`config.mk`:
```
export PLATFORM = sky130hd
export DESIGN_NAME = mmio_timer
export DESIGN_NICKNAME = d
export VERILOG_FILES = /design/src/rtl/mmio_timer_pkg.sv /design/src/rtl/mmio_timer_prescaler.sv /design/src/rtl/mmio_timer.sv
export SDC_FILE = /design/constraint.sdc
export NUM_CORES = 1
export LEC_CHECK = 0
export CAP_MARGIN = 0
export CELL_PAD_IN_SITES_DETAIL_PLACEMENT = 1
export CELL_PAD_IN_SITES_GLOBAL_PLACEMENT = 1
export CORE_MARGIN = 2
export CORE_UTILIZATION = 50
export DETAILED_ROUTE_END_ITERATION = 10
export DONT_BUFFER_PORTS = 1
export PLACE_DENSITY_LB_ADDON = 0.2
export SYNTH_ARGS = -nofsm -noshare
export SYNTH_HDL_FRONTEND = slang
export SYNTH_HIERARCHICAL = 1
export SYNTH_SLANG_ARGS = --single-unit
```
`constraint.sdc`:
```
create_clock -name clk -period 4.76 [get_ports clk]
set_clock_uncertainty 0.1 [all_clocks]
set_input_delay 0.476 -clock clk [delete_from_list [all_inputs] [get_ports clk]]
set_output_delay 0.476 -clock clk [all_outputs]
set_load 0.03 [all_outputs]
```
`src/rtl/mmio_timer_pkg.sv`:
```
// Shared definitions for the memory-mapped timer: register offsets,
// CTRL field positions and the helpers that pack/unpack CTRL.
package mmio_timer_pkg;

  localparam logic [1:0] TMR_CTRL    = 2'd0;
  localparam logic [1:0] TMR_COUNT   = 2'd1;
  localparam logic [1:0] TMR_COMPARE = 2'd2;
  localparam logic [1:0] TMR_STATUS  = 2'd3;

  localparam int EN      = 0;
  localparam int AR      = 1;
  localparam int IE      = 2;
  localparam int DIV_LSB = 8;
  localparam int DIV_MSB = 15;

  typedef struct packed {
    logic [7:0] div;
    logic       ie;
    logic       ar;
    logic       en;
  } ctrl_t;

  function automatic ctrl_t ctrl_unpack(input logic [31:0] word);
    ctrl_t c;
    c.en  = word[EN];
    c.ar  = word[AR];
    c.ie  = word[IE];
    c.div = word[DIV_MSB:DIV_LSB];
    return c;
  endfunction

  function automatic logic [31:0] ctrl_pack(input ctrl_t c);
    logic [31:0] word;
    word                   = '0;
    word[EN]               = c.en;
    word[AR]               = c.ar;
    word[IE]               = c.ie;
    word[DIV_MSB:DIV_LSB]  = c.div;
    return word;
  endfunction

endpackage

```
`src/rtl/mmio_timer_prescaler.sv`:
```
// Divide-by-(div+1) prescaler: emits a one-cycle tick each time pcnt
// reaches div while enabled.
module prescaler
  import mmio_timer_pkg::*;
(
  input  logic       clk,
  input  logic       reset,
  input  logic       en,
  input  logic [7:0] div,
  input  logic       clr,
  output logic       tick
);

  logic [7:0] pcnt_reg;

  assign tick = en & (pcnt_reg == div);

  always_ff @(posedge clk) begin
    if (reset || !en || clr) begin
      pcnt_reg <= 8'd0;
    end else if (tick) begin
      pcnt_reg <= 8'd0;
    end else begin
      pcnt_reg <= pcnt_reg + 8'd1;
    end
  end

endmodule

```
`src/rtl/mmio_timer.sv`:
```
// Memory-mapped 32-bit timer: address decode, register file, counter with
// compare/auto-reload, interrupt and a zero-latency read mux.
module mmio_timer
  import mmio_timer_pkg::*;
#(
  parameter logic [31:0] BASE = 32'h0000_4000
) (
  input  logic        clk,
  input  logic        reset,
  input  logic [31:0] addr,
  input  logic        we,
  input  logic [31:0] dIn,
  output logic [31:0] dOut,
  output logic        hit,
  output logic        irq
);

  ctrl_t       ctrl_reg;
  logic [31:0] count_reg;
  logic [31:0] compare_reg;
  logic        match_reg;

  logic [1:0]  sel;
  logic        wr;
  logic        wr_ctrl;
  logic        wr_count;
  logic        wr_compare;
  logic        wr_status;
  logic        div_change;
  logic        pcnt_clr;
  logic        tick;
  logic        at_compare;
  ctrl_t       ctrl_in;
  logic        unused_addr_bits;

  // Byte lanes inside a word are not decoded.
  assign unused_addr_bits = ^addr[1:0];

  assign hit        = (addr[31:4] == BASE[31:4]);
  assign sel        = addr[3:2];
  assign wr         = we & hit;
  assign wr_ctrl    = wr & (sel == TMR_CTRL);
  assign wr_count   = wr & (sel == TMR_COUNT);
  assign wr_compare = wr & (sel == TMR_COMPARE);
  assign wr_status  = wr & (sel == TMR_STATUS);
  assign ctrl_in    = ctrl_unpack(dIn);
  assign div_change = wr_ctrl & (ctrl_in.div != ctrl_reg.div);
  assign pcnt_clr   = wr_count | div_change;
  assign at_compare = (count_reg == compare_reg);
  assign irq        = match_reg & ctrl_reg.ie;

  prescaler u_prescaler (
    .clk   (clk),
    .reset (reset),
    .en    (ctrl_reg.en),
    .div   (ctrl_reg.div),
    .clr   (pcnt_clr),
    .tick  (tick)
  );

  always_ff @(posedge clk) begin
    if (reset) begin
      ctrl_reg    <= '0;
      count_reg   <= 32'd0;
      compare_reg <= 32'd0;
      match_reg   <= 1'b0;
    end else begin
      if (wr_ctrl) begin
        ctrl_reg <= ctrl_in;
      end
      if (wr_compare) begin
        compare_reg <= dIn;
      end
      // A CPU write to COUNT beats a coincident tick.
      if (wr_count) begin
        count_reg <= dIn;
      end else if (tick) begin
        if (at_compare && ctrl_reg.ar) begin
          count_reg <= 32'd0;
        end else begin
          count_reg <= count_reg + 32'd1;
        end
      end
      // Setting a match takes priority over a simultaneous clear.
      if (tick && at_compare) begin
        match_reg <= 1'b1;
      end else if (wr_status && dIn[0]) begin
        match_reg <= 1'b0;
      end
    end
  end

  always_comb begin
    dOut = 32'd0;
    if (hit) begin
      case (sel)
        TMR_CTRL:    dOut = ctrl_pack(ctrl_reg);
        TMR_COUNT:   dOut = count_reg;
        TMR_COMPARE: dOut = compare_reg;
        TMR_STATUS:  dOut = {31'd0, match_reg};
        default:     dOut = 32'd0;
      endcase
    end
  end

endmodule

```
==> run summary <==
The run finished with clean final reports. The number of cells traversed by the worst register-to-register path came out at 7. The most critical setup path has its endpoint at count_reg[7]$_SDFFE_PP0P_. The part of the total power dissipated in combinational logic came out at 0.061.

The die boundary width came out at 107 um. The detailed route wirelength on metal3 came out at 924 um. The global-route congestion overflow total came out at 0.

The total number of vias is 5040. The number of routed nets with antenna violations is 0. The tree built by TritonCTS fans out to 84 sinks. The post-placement worst setup slack is 1.44 ns. The number of DRC markers after the initial detailed-route iteration is 280. The worst-case vdd ir drop came out at 0.257 mV. Including well taps, the total number of placed cells is 780. Of the available clock period, the critical path in the final layout requires 0.627. The detailed router used layers up to and including met4. Fill cells in the final layout number 1304. The sequential fraction of design power came out at 0.548. The H-tree level count came out at 3. The worst slew margin relative to its limit is 0.365. The worst path in the final design needs a cycle of 2.98 ns, including I/O delays and setup. The routability congestion estimate came out at 0.918. The clock buffer count from CTS came out at 9. The number of distinct library cells after synthesis came out at 54. The fraction of power spent switching nets is 0.269. In the global route stage, overall resource usage came out at 0.320. Max-cap violations in this run came to 0. The number of ports placed on the die boundary came out at 101. In the final layout, the share of cells above drive strength 1 is 0.0788. The startpoint identified for the worst register-to-register timing path is count_reg[6]$_SDFFE_PP0P_. The data arrival time of the critical path is 3.12 ns. The maximum fanout encountered on the critical timing path came out at 10. The floorplan step set the die height to 107 um.

The post-synthesis sequential area ratio came out at 0.318. Synthesis produced 690 cells. From synthesis to final layout, the design area changed by 3.50%.

The clock share of power came out at 0.391. The die covers 11400 sq um. STA classifies the critical path startpoint as a flop. Post-CTS timing repair inserted 0 buffers for setup. In the layout the commonest cells are sky130_fd_sc_hd__nand2_1 (94), sky130_fd_sc_hd__nor2_1 (91), sky130_fd_sc_hd__dfxtp_1 (84), sky130_fd_sc_hd__xnor2_1 (58), sky130_fd_sc_hd__a21oi_1 (54). The met2 wire length came out at 8510 um. After synthesis the cells add up to 5290 sq um. The final hold slack came out at 0.0542 ns.

Dividing the detail-routed wire length by the instance count gives 21.9 um. Setup repair after global routing left no endpoint under its margin. The library cell used most frequently in the layout, excluding fill and tap cells, is sky130_fd_sc_hd__nand2_1.

The static leakage power is 1.70 nW. The first-pass GRT wire length is 28100 um. Each instance of the synthesized netlist takes up on average 7.66 sq um.

The critical path is of the reg2reg type. The most used flip-flop cell after synthesis is sky130_fd_sc_hd__dfxtp_1. Gates resized during post-CTS repair numbered 0. The beginning of the critical path is count_reg[6]$_SDFFE_PP0P_.

TritonCTS built the clock tree. Setup total negative slack on the finished layout was measured at 0 ns. The root buffer cell chosen for the clock tree is sky130_fd_sc_hd__clkbuf_8. For this design the total switching power over the nets is 0.355 mW. The Yosys step of the flow raised 6 warnings. The total nets after synthesis came out at 759. The total of endpoints with negative setup slack in the final report came out at 0. The clock slew at the register clock pins of the worst setup and hold paths came out at 0.09 ns. In the routed design, unresolved DRC markers number 0. Before antenna repair, the detailed router went through 5 iterations. The maximum number of pins on one net before global-route repair came out at 52. The hold buffer count at cts came out at 0. After detailed routing, the wire length on met1 is 7320 um. The number of standard-cell rows in the floorplan is 37.

The number of pins exceeding their max-slew limit in the final report came out at 0. The via-per-instance ratio is 6.33. The count of endpoints failing hold in the final timing report came to 0. In this run the critical register-to-register path is captured at count_reg[7]$_SDFFE_PP0P_. For the worst setup path, the data required time is 4.90 ns. At the pin with the least slew margin, the transition time is 0.952 ns. The internal power of the cells totals 0.964 mW. The flip-flop and latch count after synthesis is 84. The number of synthesized flops with an enable pin came out at 0.

The areal power density over the cells came out at 241 nW/um^2. The initial antenna violation count came out at 0. The critical path endpoint category is a flop.

For this block, the routed nets add up to 17400 um of wire. The core outline area came out at 10300 sq um. The count of non-filler cells in the finished layout is 796. The net count reported at finish came out at 724. The effective utilization at floorplan is 0.515. The number of I/O port buffers is 0. The number of global-route vias before repair is 5150. After synthesis, the share of flip-flops with an asynchronous set or reset is 0.

The setup slack of the worst register-to-register path came out at 1.78 ns. In this run the worst hold path is classified as in2reg. The final antenna diode count came out at 0. The maximum frequency from static timing analysis came out at 335 MHz. The clock tree buffer depth is 2.

The smallest setup slack after layout came out at 1.78 ns. The post-DP HPWL is 12500 um. The clock latency reported for the late side of the worst-skew pair came out at 0.39 ns.
==> per-stage QoR <==
step | instance area, sq um | power (mW) | utilization
6_report | 5470 | 1.32 | 0.533
5_1_grt | 5470 | 1.37 | 0.533
4_1_cts | 5470 | 1.33 | 0.533
3_5_place_dp | 5280 | 0.818 | 0.514
3_3_place_gp | 5280 | 0.814 | 0.514
2_1_floorplan | 5290 | 0.806 | -
==> power by group through the flow <==
stage               sequential [mW]  clock [mW]  combinational [mW]
finish                        0.723       0.515              0.0808
global route                  0.725       0.556              0.0880
CTS                           0.722       0.527              0.0799
detailed placement            0.739           0              0.0796
global placement              0.738           0              0.0764
floorplan                     0.727           0              0.0788
==> cell type report <==
type,instances,area (sq um),area share
Inverter,13,53.8,0.00983
Sequential cell,84,1680,0.307
Multi-Input combinational cell,537,3300,0.603
Timing Repair Buffer,10,75.1,0.0137
Clock inverter,5,42.5,0.00777
Tap cell,136,170,0.0311
Clock buffer,11,151,0.0277
==> worst min-delay path by stage <==
stage | slack [ns] | cells past startpoint | endpoint | from
2_1_floorplan | 0.35 | 2 | match_reg$_SDFFE_PP0P_ | match_reg$_SDFFE_PP0P_
3_3_place_gp | 0.36 | 2 | compare_reg[0]$_SDFFE_PP0P_ | compare_reg[0]$_SDFFE_PP0P_
3_5_place_dp | 0.38 | 2 | compare_reg[13]$_SDFFE_PP0P_ | compare_reg[13]$_SDFFE_PP0P_
4_1_cts | 0.03 | 1 | compare_reg[14]$_SDFFE_PP0P_ | reset
5_1_grt | 0.02 | 1 | ctrl_reg[9]$_SDFFE_PP0P_ | reset
6_report | 0.05 | 1 | compare_reg[26]$_SDFFE_PP0P_ | reset
==> kinds of logic (layout without fill, tap and decap cells) <==
family	after synthesis	in the layout	synth area share
XOR/XNOR	72	72	0.119
adder cells (fa/ha/maj)	2	2	0.00473
flip-flops	84	84	0.318
AND/OR/NAND/NOR	297	297	0.274
AO/OA/AOI/OAI	144	144	0.180
multiplexers	22	22	0.0440
buffers and inverters	69	39	0.0601
==> critical path, cell delays in order, from the launching register on <==
cell                       delay (ns)
sky130_fd_sc_hd__dfxtp_1         0.38
sky130_fd_sc_hd__xnor2_1         0.43
sky130_fd_sc_hd__nand4_1         0.23
sky130_fd_sc_hd__nor4_4          0.47
sky130_fd_sc_hd__nand3_2         0.34
sky130_fd_sc_hd__o31ai_2         0.50
sky130_fd_sc_hd__buf_4           0.31
sky130_fd_sc_hd__a211oi_1        0.07
==> routing by layer <==
metal	vias up	GRT usage
li1	2350	-
met1	2492	0.393
met2	153	0.528
met3	45	0.0839
met4	0	0.141
met5	-	0
==> synth_stat cells (all sizes together) (2+ instances only) <==
cell | count | area share
nand2 | 94 | 0.067
nor2 | 91 | 0.065
dfxtp | 84 | 0.32
xnor2 | 58 | 0.096
a21oi | 54 | 0.051
clkbuf | 30 | 0.021
buf | 26 | 0.029
nand4 | 26 | 0.031
a22oi | 22 | 0.031
nand3 | 22 | 0.023
o21ai | 22 | 0.021
mux2i | 21 | 0.040
a211oi | 17 | 0.034
nor4 | 15 | 0.027
xor2 | 14 | 0.023
inv | 12 | 0.0095
and3 | 10 | 0.012
nor3 | 9 | 0.0085
and4 | 8 | 0.013
a31oi | 7 | 0.0083
o211ai | 5 | 0.0080
or2 | 5 | 0.0059
o21a | 4 | 0.0057
or4 | 4 | 0.0064
a221oi | 3 | 0.0050
and2 | 3 | 0.0035
nor2b | 3 | 0.0035
o31ai | 3 | 0.0052
or3 | 3 | 0.0035
ha | 2 | 0.0047
nand2b | 2 | 0.0024
nor4b | 2 | 0.0033
(Power assumes the default switching activity.)
